===== config.mk =====
export PLATFORM = sky130hd
export DESIGN_NAME = regfile_wb_sched
export DESIGN_NICKNAME = d
export VERILOG_FILES = /design/src/rtl/regfile_wb_sched.sv
export SDC_FILE = /design/constraint.sdc
export NUM_CORES = 1
export LEC_CHECK = 0
export ABC_CLOCK_PERIOD_IN_PS = 2530
export BUFFER_PORTS_ARGS = -buffer_cell sky130_fd_sc_hd__buf_2
export CAP_MARGIN = 10
export CORE_MARGIN = 2
export CORE_UTILIZATION = 39
export CTS_CLUSTER_SIZE = 20
export DETAILED_ROUTE_END_ITERATION = 7
export PLACE_DENSITY = 0.72
export REMOVE_ABC_BUFFERS = 1
export SETUP_SLACK_MARGIN = 0.4
export SLEW_MARGIN = 0
export SYNTH_ARGS = -nofsm -noshare
export SYNTH_HDL_FRONTEND = slang
export SYNTH_SLANG_ARGS = --single-unit

===== constraint.sdc =====
create_clock -name clk -period 2.53 [get_ports clk]
set_input_delay 0.1265 -clock clk [delete_from_list [all_inputs] [get_ports clk]]
set_output_delay 0.1265 -clock clk [all_outputs]
set_load 0.02 [all_outputs]

===== src/rtl/regfile_wb_sched.sv =====
// Write-back scheduler: shares the register-file write port between execute and load.
// Define WB_RR_EN for round-robin arbitration; otherwise execute has fixed priority.
module regfile_wb_sched #(
   parameter int XLEN = 32,
   parameter int AW   = 5
) (
   input  logic            clk,
   input  logic            reset,
   input  logic            issue_valid,
   input  logic [AW-1:0]   issue_rd,
   input  logic            req0_valid,
   input  logic [AW-1:0]   req0_addr,
   input  logic [XLEN-1:0] req0_data,
   output logic            req0_ready,
   input  logic            req1_valid,
   input  logic [AW-1:0]   req1_addr,
   input  logic [XLEN-1:0] req1_data,
   output logic            req1_ready,
   output logic            wr,
   output logic [AW-1:0]   waddr,
   output logic [XLEN-1:0] wdata,
   input  logic [AW-1:0]   raddrA,
   input  logic [AW-1:0]   raddrB,
   output logic            busyA,
   output logic            busyB,
   output logic            idle
);

   localparam int NR = 1 << AW;

   logic            g0, g1, acc;
   logic [AW-1:0]   a_addr;
   logic [XLEN-1:0] a_data;
   logic            wr_q, wr_d;
   logic [AW-1:0]   waddr_q, waddr_d;
   logic [XLEN-1:0] wdata_q, wdata_d;
   logic [NR-1:0]   sb_q, sb_d;

`ifdef WB_RR_EN
   // last_q = 1 means source 1 was granted last, so source 0 wins next
   logic last_q, last_d;

   always_comb begin
      g0 = req0_valid & (~req1_valid | last_q);
      g1 = req1_valid & (~req0_valid | ~last_q);
   end

   always_comb begin
      last_d = last_q;
      if (acc) last_d = g1;
   end

   always_ff @(posedge clk or posedge reset) begin
      if (reset) last_q <= 1'b1;
      else       last_q <= last_d;
   end
`else
   assign g0 = req0_valid;
   assign g1 = req1_valid & ~req0_valid;
`endif

   assign req0_ready = g0;
   assign req1_ready = g1;
   assign acc        = g0 | g1;
   assign a_addr     = g1 ? req1_addr : req0_addr;
   assign a_data     = g1 ? req1_data : req0_data;

   always_comb begin
      wr_d    = 1'b0;
      waddr_d = waddr_q;
      wdata_d = wdata_q;
      if (acc) begin
         wr_d    = (a_addr != '0);
         waddr_d = a_addr;
         wdata_d = a_data;
      end
   end

   // Set after clear: a re-issue in the accept cycle keeps the bit busy
   always_comb begin
      sb_d = sb_q;
      if (acc) sb_d[a_addr] = 1'b0;
      if (issue_valid && issue_rd != '0) sb_d[issue_rd] = 1'b1;
      sb_d[0] = 1'b0;
   end

   always_ff @(posedge clk or posedge reset) begin
      if (reset) begin
         wr_q    <= 1'b0;
         waddr_q <= '0;
         wdata_q <= '0;
         sb_q    <= '0;
      end else begin
         wr_q    <= wr_d;
         waddr_q <= waddr_d;
         wdata_q <= wdata_d;
         sb_q    <= sb_d;
      end
   end

   assign wr    = wr_q;
   assign waddr = waddr_q;
   assign wdata = wdata_q;
   assign busyA = (raddrA != '0) & sb_q[raddrA];
   assign busyB = (raddrB != '0) & sb_q[raddrB];
   assign idle  = ~(|sb_q) & ~wr_q;

endmodule


==> metrics.cfg <==
[yosys]
syn-instance-count = 364
synthFlopType = dfrtp_1
async_flop_share = 1.00
syn_area_um2 = 3850
seq_area_frac_synth = 0.449
synth_edf_count = 0
syn_avg_cell_area_um2 = 10.6
ys_seq_elements = 69
synth_cell_types = 41
synth_warnings = 0

[route]
vias_per_cell = 5.61
vias = 3744
wl_per_cell_um = 18.2
drtAntennaViolNets = 0
drc = 0
routed_wl_mm = 12.2
dr.pass1.iters = 5
drt_iter0_drc = 191

[min_path]
worstHoldStart = req0_data[19]
min_to = wdata[19]$_DFFE_PP0N_
min_path_type = input port to flip-flop
min_path_cells = 3

[worst_setup_path]
crit_chain = mux4_2, mux2i_1, nor2_1, a211o_1, buf_4
cpPeakStageDelay_ns = 0.47
critPathTopFamily = multiplexers
crit_required_ns = 2.40
startpoint_type = flip-flop
r2r-start = sb_q[2]$_DFF_PP0_
critPathBufInv = 1
reg2reg_to = sb_q[2]$_DFF_PP0_
arrival_ns = 1.98
cp_slowest_cell = mux4_2
end_kind = output port
cp_max_fo = 4
path_class = flip-flop to output port
r2r_slack_ns = 1.64
ff2ff_path_depth = 3

[global_route]
use_met3 = 0.0598
grt_max_degree = 69
antenna_found_initial = 0
grt-busiest-layer = met2
use_met1 = 0.297
grt_pass1_wl_mm = 18.8
overflow = 0
grt_pass1_vias = 3669
grt_util_met2 = 0.387
groute.usage.overall = 0.232

[status]
status = finished clean

[clock_network]
htree_num_levels = 3
cts_inserted_buffers = 9
ctsLongestPathBuffers = 2
cts.clk_slew.worst_paths_ns = 0.08
cts_tree = done
root_buffer = clkbuf_8
clkLatencyLatePin_ns = 0.35
cts_sinks = 69

[final_layout]
area_growth_pct = 35.5
drive_gt1_frac = 0.371
num_antenna_cells = 0
finalNetCount = 623
final_core_util = 0.539

[sta]
setup_viol = 0
hold_violations = 0
final.setup.tns_ns = 0
fin_skew_ns = 0
tightestPinTransition_ns = 0.959
fin_crit_sh = 0.833
slew_headroom = 0.358
fin_crit_ns = 2.11
drv_slew = 0
max_freq_mhz = 475
rsz0062_at_grt = yes

[placement]
dp_hpwl_mm = 8.33
portBuffers = 136
place.gp.congestion = 0.904

[power]
p_leak_nw = 2.39
vdd_ir_drop_max_uv = 383
power.density_nw_per_um2 = 668

[floorplan]
die_area_um2 = 10700
die_y_um = 103
io_pins = 137
core_region_area_um2 = 9680
num_rows = 36
die_w_um = 103
start_util = 0.397

[run]
drv_cap = 0

==> cell usage in the layout (no fill, tap or decap), types with 14 or more instances in the layout <==
| cell type | instances |
|---|---|
| buf_2 | 134 |
| nand2_1 | 44 |
| dlygate4sd3_1 | 28 |
| o21ai_1 | 45 |
| mux2i_1 | 36 |
| mux4_2 | 14 |
| o41ai_1 | 31 |
| o21ai_0 | 19 |
| buf_4 | 21 |
| dfrtp_1 | 66 |
==> cell usage after synthesis, drive strengths merged (6+ instances only) <==
library cell / number / area, um^2
mux2: 6 / 78.8
dfrtp: 69 / 1730
nor4: 9 / 56.3
buf: 22 / 126
o21ai: 64 / 320
o41ai: 31 / 272
clkbuf: 8 / 30.0
nand2: 44 / 165
nor2: 10 / 37.5
mux4: 14 / 315
mux2i: 39 / 402
a21oi: 7 / 35.0
==> kinds of logic after synthesis <==
kind of cell / Yosys count / synth area share
buffers and inverters: 32 / 0.0426
muxes: 59 / 0.207
and+or+nand+nor: 91 / 0.116
DFF: 69 / 0.449
AOI/OAI and AO/OA: 113 / 0.186
==> worst max-delay path by stage <==
stage / startpoint / slack [ns] / to / cells after the start
after floorplan: reset / 0.66 / sb_q[10]$_DFF_PP0_ / 1
after global placement: req0_valid / 0.68 / sb_q[25]$_DFF_PP0_ / 5
after detailed placement: req0_valid / 0.66 / sb_q[18]$_DFF_PP0_ / 5
after CTS: sb_q[23]$_DFF_PP0_ / 0.43 / busyB / 5
after global routing: sb_q[2]$_DFF_PP0_ / 0.35 / busyB / 5
final: sb_q[29]$_DFF_PP0_ / 0.42 / busyB / 5
==> registers in the layout, indices dropped and copies added (netlist names) <==
name	cells
wdata	32
wr	1
sb_q	31
waddr	5
==> cell type report <==
cell class | count | area (um^2)
multi-input cells | 263 | 1970
inverters | 2 | 7.51
clock inverters | 3 | 68.8
clock buffers | 13 | 149
repair buffers | 184 | 1120
well taps | 133 | 166
flip-flops and latches | 69 | 1730
fillers | 848 | 4470
==> metal layers <==
metal,share of wire,up-vias
li1,-,1720
met1,0.39,1821
met2,0.51,183
met3,0.084,20
met4,0.018,0
met5,0,-
==> metrics by stage <==
stage,hold WS [ns],setup WS (ns),instance area (um^2),std cells,power (mW)
finish,0.0172,0.423,5220,667,3.49
global route,0.0104,0.355,5220,667,3.65
CTS,0.00150,0.430,5160,661,3.43
detailed placement,0.334,0.655,4590,610,2.34
global placement,0.312,0.681,4590,610,2.30
floorplan,0.220,0.664,3690,334,1.96
==> worst min-delay path, delay by kind of cell <==
family / cells / cell delay, ns
buf+inv: 1 / 0.08
compound gates: 1 / 0.08
simple gates: 1 / 0.05
==> power by group <==
part / internal, mW / switching, mW
clock network: 0.586 / 0.435
logic: 0.502 / 0.483
registers: 1.29 / 0.191
total: 2.38 / 1.11
==> timing repair <==
action                                 in CTS  in global routing
hold buffers                               28                  0
setup endpoints to repair                   2                  2
buffers inserted                            7                  6
pin swaps                                   1                  2
endpoints found under the hold margin      64                  0
gates resized for setup                     4                  6
No activity file was read; power rests on OpenSTA's default activity.
